<file path="src/rtl/guvm_obi_mem_arbiter_if.sv">
// Bundle of the three OBI-style ports the arbiter joins: the instruction-fetch
// master, the data/LSU master and the single shared memory port.
//
// Handshake semantics (req/gnt/rvalid):
//   - A request is accepted in the cycle where req and gnt are both high.
//     While req is high without gnt, the master keeps the request fields
//     stable.
//   - rvalid is a single-cycle pulse that carries one response. Responses
//     return in request order, and rdata is meaningful only while rvalid is
//     high.
//
// The slave modport is the arbiter's view. The master modport is the
// environment's view: the core pins on one side and the memory model on the
// other.
interface guvm_obi_mem_arbiter_if #(
  parameter int ADDR_WIDTH = 32,
  parameter int DATA_WIDTH = 32
);
  logic                      instr_req_i;
  logic                      instr_gnt_o;
  logic                      instr_rvalid_o;
  logic [ADDR_WIDTH-1:0]     instr_addr_i;
  logic [DATA_WIDTH-1:0]     instr_rdata_o;

  logic                      data_req_i;
  logic                      data_gnt_o;
  logic                      data_rvalid_o;
  logic                      data_we_i;
  logic [DATA_WIDTH/8-1:0]   data_be_i;
  logic [ADDR_WIDTH-1:0]     data_addr_i;
  logic [DATA_WIDTH-1:0]     data_wdata_i;
  logic [DATA_WIDTH-1:0]     data_rdata_o;

  logic                      mem_req_o;
  logic                      mem_gnt_i;
  logic                      mem_rvalid_i;
  logic                      mem_we_o;
  logic [DATA_WIDTH/8-1:0]   mem_be_o;
  logic [ADDR_WIDTH-1:0]     mem_addr_o;
  logic [DATA_WIDTH-1:0]     mem_wdata_o;
  logic [DATA_WIDTH-1:0]     mem_rdata_i;

  modport slave (
    input  instr_req_i, instr_addr_i,
    output instr_gnt_o, instr_rvalid_o, instr_rdata_o,
    input  data_req_i, data_we_i, data_be_i, data_addr_i, data_wdata_i,
    output data_gnt_o, data_rvalid_o, data_rdata_o,
    output mem_req_o, mem_we_o, mem_be_o, mem_addr_o, mem_wdata_o,
    input  mem_gnt_i, mem_rvalid_i, mem_rdata_i
  );

  modport master (
    output instr_req_i, instr_addr_i,
    input  instr_gnt_o, instr_rvalid_o, instr_rdata_o,
    output data_req_i, data_we_i, data_be_i, data_addr_i, data_wdata_i,
    input  data_gnt_o, data_rvalid_o, data_rdata_o,
    input  mem_req_o, mem_we_o, mem_be_o, mem_addr_o, mem_wdata_o,
    output mem_gnt_i, mem_rvalid_i, mem_rdata_i
  );
endinterface

</file>
<file path="src/rtl/guvm_obi_mem_arbiter.sv">
// Two-master to one-port OBI arbiter.
// - The winner is picked combinationally while the FSM is in ARB.
// - Once a request is presented without a grant, the FSM locks onto that
//   source (HOLD) so the shared request fields stay stable.
// - Each accepted request pushes its source bit (0 = instr, 1 = data) into
//   an in-order ID FIFO. Each mem_rvalid_i pops the FIFO head and is routed
//   to the master that issued the request.
// - An rvalid that arrives while the FIFO is empty sets the sticky err_o.
module guvm_obi_mem_arbiter #(
  parameter int ADDR_WIDTH      = 32,
  parameter int DATA_WIDTH      = 32,
  parameter int MAX_OUTSTANDING = 2,
  parameter int ARB_MODE        = 0,
  localparam int CW             = $clog2(MAX_OUTSTANDING + 1),
  localparam int PW             = (MAX_OUTSTANDING > 1) ? $clog2(MAX_OUTSTANDING) : 1
) (
  input  logic                         clk_i,
  input  logic                         rst_ni,
  guvm_obi_mem_arbiter_if.slave        bus,
  output logic [CW-1:0]                outstanding_o,
  output logic                         err_o,
  output logic                         dbg_state_o
);

  typedef enum logic {ST_ARB = 1'b0, ST_HOLD = 1'b1} state_e;

  state_e                     state_q, state_d;
  logic                       lock_q, lock_d;   // locked source while in HOLD
  logic                       rr_q, rr_d;       // 1 = data preferred on conflict
  logic [MAX_OUTSTANDING-1:0] fifo_q, fifo_d;
  logic [PW-1:0]              wr_q, wr_d;
  logic [PW-1:0]              rd_q, rd_d;
  logic [CW-1:0]              cnt_q, cnt_d;
  logic                       err_q, err_d;

  logic                       sel;
  logic                       sel_req;
  logic                       fifo_full;
  logic                       fifo_empty;
  logic                       mem_req;
  logic                       grant;
  logic                       pop;
  logic                       head_src;
  logic [ADDR_WIDTH-1:0]      addr_mux;
  logic [DATA_WIDTH-1:0]      wdata_mux;
  logic [DATA_WIDTH/8-1:0]    be_mux;
  logic                       we_mux;

  function automatic logic [PW-1:0] ptr_inc(input logic [PW-1:0] p);
    if (p == PW'(MAX_OUTSTANDING - 1)) return '0;
    return p + 1'b1;
  endfunction

  // Pick the selected source: the lock holder in HOLD, otherwise arbitration.
  always_comb begin
    sel = 1'b0;
    if (state_q == ST_HOLD) begin
      sel = lock_q;
    end else if (bus.instr_req_i && bus.data_req_i) begin
      sel = (ARB_MODE == 1) ? 1'b1 : rr_q;
    end else begin
      sel = bus.data_req_i;
    end
  end

  // Shared-port request, grant and the selected master's request fields.
  // When nobody is requesting, the fields drive 0. A full FIFO blocks the
  // request, even if a pop happens in the same cycle.
  always_comb begin
    fifo_full  = (cnt_q == CW'(MAX_OUTSTANDING));
    fifo_empty = (cnt_q == '0);
    sel_req    = sel ? bus.data_req_i : bus.instr_req_i;
    mem_req    = sel_req && !fifo_full;
    grant      = mem_req && bus.mem_gnt_i;
    addr_mux   = '0;
    wdata_mux  = '0;
    be_mux     = '0;
    we_mux     = 1'b0;
    if (sel_req) begin
      addr_mux  = sel ? bus.data_addr_i  : bus.instr_addr_i;
      wdata_mux = sel ? bus.data_wdata_i : '0;
      be_mux    = sel ? bus.data_be_i    : '1;
      we_mux    = sel ? bus.data_we_i    : 1'b0;
    end
  end

  // FSM next state, lock capture and round-robin pointer update.
  always_comb begin
    state_d = state_q;
    lock_d  = lock_q;
    rr_d    = rr_q;
    case (state_q)
      ST_ARB: begin
        if (mem_req && !bus.mem_gnt_i) begin
          state_d = ST_HOLD;
          lock_d  = sel;
        end
      end
      ST_HOLD: begin
        // A master that drops req while waiting simply releases the lock.
        if (grant || !sel_req) state_d = ST_ARB;
      end
      default: state_d = ST_ARB;
    endcase
    if (grant && (ARB_MODE == 0)) rr_d = ~sel;
  end

  // ID FIFO push/pop, occupancy and sticky error.
  always_comb begin
    fifo_d   = fifo_q;
    wr_d     = wr_q;
    rd_d     = rd_q;
    cnt_d    = cnt_q;
    pop      = bus.mem_rvalid_i && !fifo_empty;
    head_src = fifo_q[rd_q];
    err_d    = err_q || (bus.mem_rvalid_i && fifo_empty);
    if (grant) begin
      fifo_d[wr_q] = sel;
      wr_d         = ptr_inc(wr_q);
    end
    if (pop) rd_d = ptr_inc(rd_q);
    case ({grant, pop})
      2'b10:   cnt_d = cnt_q + 1'b1;
      2'b01:   cnt_d = cnt_q - 1'b1;
      default: cnt_d = cnt_q;
    endcase
  end

  // State registers; reset drops all tracking of in-flight transactions.
  always_ff @(posedge clk_i or negedge rst_ni) begin
    if (!rst_ni) begin
      state_q <= ST_ARB;
      lock_q  <= 1'b0;
      rr_q    <= 1'b0;
      fifo_q  <= '0;
      wr_q    <= '0;
      rd_q    <= '0;
      cnt_q   <= '0;
      err_q   <= 1'b0;
    end else begin
      state_q <= state_d;
      lock_q  <= lock_d;
      rr_q    <= rr_d;
      fifo_q  <= fifo_d;
      wr_q    <= wr_d;
      rd_q    <= rd_d;
      cnt_q   <= cnt_d;
      err_q   <= err_d;
    end
  end

  assign bus.mem_req_o      = mem_req;
  assign bus.mem_addr_o     = addr_mux;
  assign bus.mem_wdata_o    = wdata_mux;
  assign bus.mem_be_o       = be_mux;
  assign bus.mem_we_o       = we_mux;
  assign bus.instr_gnt_o    = grant && !sel;
  assign bus.data_gnt_o     = grant && sel;
  assign bus.instr_rvalid_o = pop && !head_src;
  assign bus.data_rvalid_o  = pop && head_src;
  assign bus.instr_rdata_o  = bus.mem_rdata_i;
  assign bus.data_rdata_o   = bus.mem_rdata_i;
  assign outstanding_o      = cnt_q;
  assign err_o              = err_q;
  assign dbg_state_o        = state_q;

endmodule

</file>
<file path="src/flat_wrapper.sv">
// flat-port wrapper written by rule: the top's interface ports become plain ports
module guvm_obi_mem_arbiter_flat 
#(
  parameter int ADDR_WIDTH      = 32,
  parameter int DATA_WIDTH      = 32,
  parameter int MAX_OUTSTANDING = 2,
  parameter int ARB_MODE        = 0,
  localparam int CW             = $clog2(MAX_OUTSTANDING + 1),
  localparam int PW             = (MAX_OUTSTANDING > 1) ? $clog2(MAX_OUTSTANDING) : 1
)
  (clk_i, rst_ni, outstanding_o, err_o, dbg_state_o, bus_instr_req_i, bus_instr_addr_i, bus_instr_gnt_o, bus_instr_rvalid_o, bus_instr_rdata_o, bus_data_req_i, bus_data_we_i, bus_data_be_i, bus_data_addr_i, bus_data_wdata_i, bus_data_gnt_o, bus_data_rvalid_o, bus_data_rdata_o, bus_mem_req_o, bus_mem_we_o, bus_mem_be_o, bus_mem_addr_o, bus_mem_wdata_o, bus_mem_gnt_i, bus_mem_rvalid_i, bus_mem_rdata_i);
  guvm_obi_mem_arbiter_if #(.ADDR_WIDTH(ADDR_WIDTH), .DATA_WIDTH(DATA_WIDTH)) bus_i ();
  input  logic clk_i;
  input  logic rst_ni;
  output logic [CW-1:0] outstanding_o;
  output logic err_o;
  output logic dbg_state_o;
  input wire logic [$bits(bus_i.instr_req_i)-1:0] bus_instr_req_i;
  input wire logic [$bits(bus_i.instr_addr_i)-1:0] bus_instr_addr_i;
  output wire logic [$bits(bus_i.instr_gnt_o)-1:0] bus_instr_gnt_o;
  output wire logic [$bits(bus_i.instr_rvalid_o)-1:0] bus_instr_rvalid_o;
  output wire logic [$bits(bus_i.instr_rdata_o)-1:0] bus_instr_rdata_o;
  input wire logic [$bits(bus_i.data_req_i)-1:0] bus_data_req_i;
  input wire logic [$bits(bus_i.data_we_i)-1:0] bus_data_we_i;
  input wire logic [$bits(bus_i.data_be_i)-1:0] bus_data_be_i;
  input wire logic [$bits(bus_i.data_addr_i)-1:0] bus_data_addr_i;
  input wire logic [$bits(bus_i.data_wdata_i)-1:0] bus_data_wdata_i;
  output wire logic [$bits(bus_i.data_gnt_o)-1:0] bus_data_gnt_o;
  output wire logic [$bits(bus_i.data_rvalid_o)-1:0] bus_data_rvalid_o;
  output wire logic [$bits(bus_i.data_rdata_o)-1:0] bus_data_rdata_o;
  output wire logic [$bits(bus_i.mem_req_o)-1:0] bus_mem_req_o;
  output wire logic [$bits(bus_i.mem_we_o)-1:0] bus_mem_we_o;
  output wire logic [$bits(bus_i.mem_be_o)-1:0] bus_mem_be_o;
  output wire logic [$bits(bus_i.mem_addr_o)-1:0] bus_mem_addr_o;
  output wire logic [$bits(bus_i.mem_wdata_o)-1:0] bus_mem_wdata_o;
  input wire logic [$bits(bus_i.mem_gnt_i)-1:0] bus_mem_gnt_i;
  input wire logic [$bits(bus_i.mem_rvalid_i)-1:0] bus_mem_rvalid_i;
  input wire logic [$bits(bus_i.mem_rdata_i)-1:0] bus_mem_rdata_i;
  assign bus_i.instr_req_i = bus_instr_req_i;
  assign bus_i.instr_addr_i = bus_instr_addr_i;
  assign bus_instr_gnt_o = bus_i.instr_gnt_o;
  assign bus_instr_rvalid_o = bus_i.instr_rvalid_o;
  assign bus_instr_rdata_o = bus_i.instr_rdata_o;
  assign bus_i.data_req_i = bus_data_req_i;
  assign bus_i.data_we_i = bus_data_we_i;
  assign bus_i.data_be_i = bus_data_be_i;
  assign bus_i.data_addr_i = bus_data_addr_i;
  assign bus_i.data_wdata_i = bus_data_wdata_i;
  assign bus_data_gnt_o = bus_i.data_gnt_o;
  assign bus_data_rvalid_o = bus_i.data_rvalid_o;
  assign bus_data_rdata_o = bus_i.data_rdata_o;
  assign bus_mem_req_o = bus_i.mem_req_o;
  assign bus_mem_we_o = bus_i.mem_we_o;
  assign bus_mem_be_o = bus_i.mem_be_o;
  assign bus_mem_addr_o = bus_i.mem_addr_o;
  assign bus_mem_wdata_o = bus_i.mem_wdata_o;
  assign bus_i.mem_gnt_i = bus_mem_gnt_i;
  assign bus_i.mem_rvalid_i = bus_mem_rvalid_i;
  assign bus_i.mem_rdata_i = bus_mem_rdata_i;
  guvm_obi_mem_arbiter #(.ADDR_WIDTH(ADDR_WIDTH), .DATA_WIDTH(DATA_WIDTH), .MAX_OUTSTANDING(MAX_OUTSTANDING), .ARB_MODE(ARB_MODE)) u_core (.clk_i(clk_i), .rst_ni(rst_ni), .bus(bus_i), .outstanding_o(outstanding_o), .err_o(err_o), .dbg_state_o(dbg_state_o));
endmodule
</file>
<file path="config.mk">
export PLATFORM = sky130hd
export DESIGN_NAME = guvm_obi_mem_arbiter_flat
export DESIGN_NICKNAME = d
export VERILOG_FILES = /design/src/rtl/guvm_obi_mem_arbiter_if.sv /design/src/rtl/guvm_obi_mem_arbiter.sv /design/src/flat_wrapper.sv
export SDC_FILE = /design/constraint.sdc
export NUM_CORES = 1
export LEC_CHECK = 0
export CORE_AREA = 2 2 108 110
export DETAILED_ROUTE_END_ITERATION = 16
export DIE_AREA = 0 0 110 112
export GPL_TIMING_DRIVEN = 0
export PLACE_DENSITY_LB_ADDON = 0.05
export SLEW_MARGIN = 20
export SYNTH_ARGS = -nofsm -noshare
export SYNTH_HDL_FRONTEND = slang
export SYNTH_SLANG_ARGS = --single-unit
</file>
<file path="constraint.sdc">
create_clock -name clk_i -period 2.8 [get_ports clk_i]
set_input_delay 0.84 -clock clk_i [delete_from_list [all_inputs] [get_ports clk_i]]
set_output_delay 0.84 -clock clk_i [all_outputs]
set_load 0.02 [all_outputs]
</file>
==> results.md <==
* Global-route wire length before repair at 13,600 um
* TritonCTS Buffers at 3
* Dpl ws at -1240 ps
* Outcome: finished with violations
* Clock tree root buffer cell: clkbuf_16
* Power Density at ~770 nW/um2
* Fin crit period at 2840 ps
* NetSw at roughly 0.0018 W
* Worst-path clk slew at approximately 40 ps
* Met2 WL at between 5000 and 6000 um
* Critical Path End Type: output pin
* Placement Rows at 39
* Switching Share at 0.453
* Cell variety after synth at 33
* Vias in the first global route at 2,627
* # diodes at 0
* Top Metal Used: met4
* Initial DRT Pass Iterations at 4
* Post-synth ARST share at 1.00
* Starting Density at 0.157
* Worst Path Arrival at 2000 ps
* Via density at 3.99
* RD Place Congestion at 0.777
* Post-synth top area share at 0.278
* Final Power at 0.00387 W
* Post-route cell area at 5020 um2
* Share of cells above drive strength 1 at 0.464
* Wire length on met3 at 1120 um
* Worst setup path category: primary input to output pin
* DRT Wirelength at 9580 um
* Ranking of synthesized cells by area: buf_4, nand2_1, dfrtp_1, and2_1, a21oi_1
* Via count at 2,727
* Worst setup path startpoint: bus_instr_req_i
* Final-report setup violation count at 31
* Crit-path cells: buf_8 -> and2b_2 -> o21a_4 -> buf_8 -> clkbuf_16 -> nand2_2 -> a21oi_2 -> buf_6
* CTS H-tree depth at 1
* Worst Setup Start Kind: primary input
* Skew final at 3.09 ps
* I/O pin count at 281
* Area growth, synth to finish at 186%
* Overflow after GRT at 0
* Post-route met1 wirelength at approximately 3100 um
* Post-synthesis cell count at 270
* Hpwl dp at between 7000 and 8000 um
* Clock share of power at 0.073
* #FFs+latches synth at 10
* Max clock buf depth at 2
* Slew @ Worst Pin at 468 ps
* Static Leak at roughly 2.3 nW
* Combinational power share at 0.856
* Final worst slack at -43.5 ps
* # fillers at 1,156
* Die area at around 12,000 um2
* TritonCTS clock tree: built
* Nets at ~700
* Initial antenna violation count at 0
* CP max FO at 8
* Dpl cells at roughly 660
* WP buf/inv at 4
* Peak supply drop at 0.000308 V
* Starting DRC count in detailed routing at 58
* TritonCTS Sinks at 10
* Largest net degree at the start of global routing at 11
* Die width at ~110 um
* CP delay by family, top: buffers and inverters
* Primary FF master, synth: dfrtp_1
* Crit-path slowest cell: and2b_2
* RSZ-0062 raised after global routing: true
* Total of max-cap violations at 0
* GRT Util Overall at 0.141
* Synth warn at 0
* Avg WL per Cell at 14.0 um
* Placed cell area at 4420 um2
* Final Hold Fails at 0
* Clock Latency Late Sink at 240 ps
* Core Box Area at 11,200 um2
* CP dominant cell by count: buf_8
* Hold crit path type: register to register
* FF-to-FF Start: u_core.dbg_state_o
* Max Fclk at 352 MHz
* Pint at 0.00212 W
* Die H at 112 um
* Period utilization at 1.02
* Failing checks: negative setup slack
* Yosys top cell by area: buf_4
* EDFF count, synth at 0
* Post-Syn Area at approximately 1800 um2
* Non-Filler Instances at 684
* Slew margin rel. at 0.687
* Port Buffers at between 200 and 250
* Hold path start: u_core.err_o
* Share of the yosys chip area belonging to registers at 0.143
* DR DRC count at 0
* Remaining antenna violation count at 0
* Mapped Nets at 410
* Req. time, crit path at slightly below 2000 ps
* Syn Area/Cell at 6.50 um2
* Crit-path max cell delay at 250 ps
* Count of pins over their slew limit at 0
* Part of the power in registers at 0.070
[cell usage in the layout (no fill, tap or decap), types with 10 or more instances in the layout]
cell,count
buf_8,11
buf_4,91
nand2_2,18
nand2_1,44
clkdlybuf4s50_1,171
buf_2,16
and2_1,23
dfrtp_1,10
and2_4,10
a21oi_2,30
buf_6,44
[worst paths after layout]
check                           depth (start not counted)                      end  slack, ps
worst max register to register                          8  u_core.outstanding_o[1]        920
min in group asynchronous                               1  u_core.outstanding_o[0]        930
max in group asynchronous                               1         u_core.fifo_q[0]       1550
worst max-delay path                                    8       bus_mem_addr_o[19]        -40
worst min-delay path                                    1             u_core.err_o        460
worst min register to register                          1             u_core.err_o        460
[registers in the layout, summed over array words and instances (netlist names)]
| name | count |
|---|---|
| u_core.wr_q | 1 |
| u_core.rd_q | 1 |
| u_core.lock_q | 1 |
| u_core.rr_q | 1 |
| u_core.err_o | 1 |
| u_core.dbg_state_o | 1 |
| u_core.outstanding_o | 2 |
| u_core.fifo_q | 2 |
[routing by layer]
layer / track usage / vias to the layer above
met4: 0.0304 / 0
met1: 0.140 / 1209
met2: 0.272 / 168
li1: - / 1338
met3: 0.0492 / 12
met5: 0 / -
[power groups by stage]
stage	combinational (W)	clock [W]	sequential, W
floorplan	0.00139	0	0.000289
global placement	0.00260	0	0.000271
detailed placement	0.00260	0	0.000274
CTS	0.00295	0.000291	0.000274
global route	0.00354	0.000297	0.000283
finish	0.00332	0.000284	0.000273
[layout make-up]
class,instances,area [um2],share of cell area
plain buffers,80,671,0.134
clock buffers,4,88.8,0.0177
inverters,3,11.3,0.00224
multi-input cells,177,1190,0.237
flip-flops and latches,10,250,0.0499
well taps,143,179,0.0357
repair buffers,267,2630,0.523
[logic make-up (layout without fill, tap and decap cells)]
group           Yosys count  count (layout)  share of synthesized area
flops                    10              10                      0.143
simple gates            120             120                      0.321
compound gates           50              50                      0.166
buf+inv                  83             354                      0.332
fa+ha+maj                 1               1                    0.00713
mux                       1               1                    0.00571
xor+xnor                  5               5                     0.0250
[per-stage QoR]
step	TNS [ps]	utilization	hold slack, ps
after detailed placement	-82310	0.395	459
after CTS	-551	0.419	468
after global routing	-2320	0.449	489
after global placement	-80200	0.395	437
final	-685	0.449	459
after floorplan	0	-	443
[cell usage after synthesis, types with 3 or more instances]
library cell,number
nand2_1,68
buf_4,65
a21oi_1,33
and2_1,33
dfrtp_1,10
buf_2,9
nor2_1,9
o31ai_1,4
xnor2_1,4
a22o_1,3
clkbuf_1,3
inv_1,3
[worst register-to-register path, cell delays in order, from the launching register on]
cell	delay, ps
dfrtp_1	380
clkbuf_2	170
a21boi_1	170
o22ai_2	110
or2_1	250
buf_6	140
ha_1	300
nor2_1	140
xor2_1	160
[repair_timing]
item,CTS,global route
buffers inserted,11,0
hold buffers,0,0
pin swaps,13,41
gates resized for setup,410,113
gates cloned,7,1
setup endpoints to repair,74,51
Power figures use the tool's default switching activity.
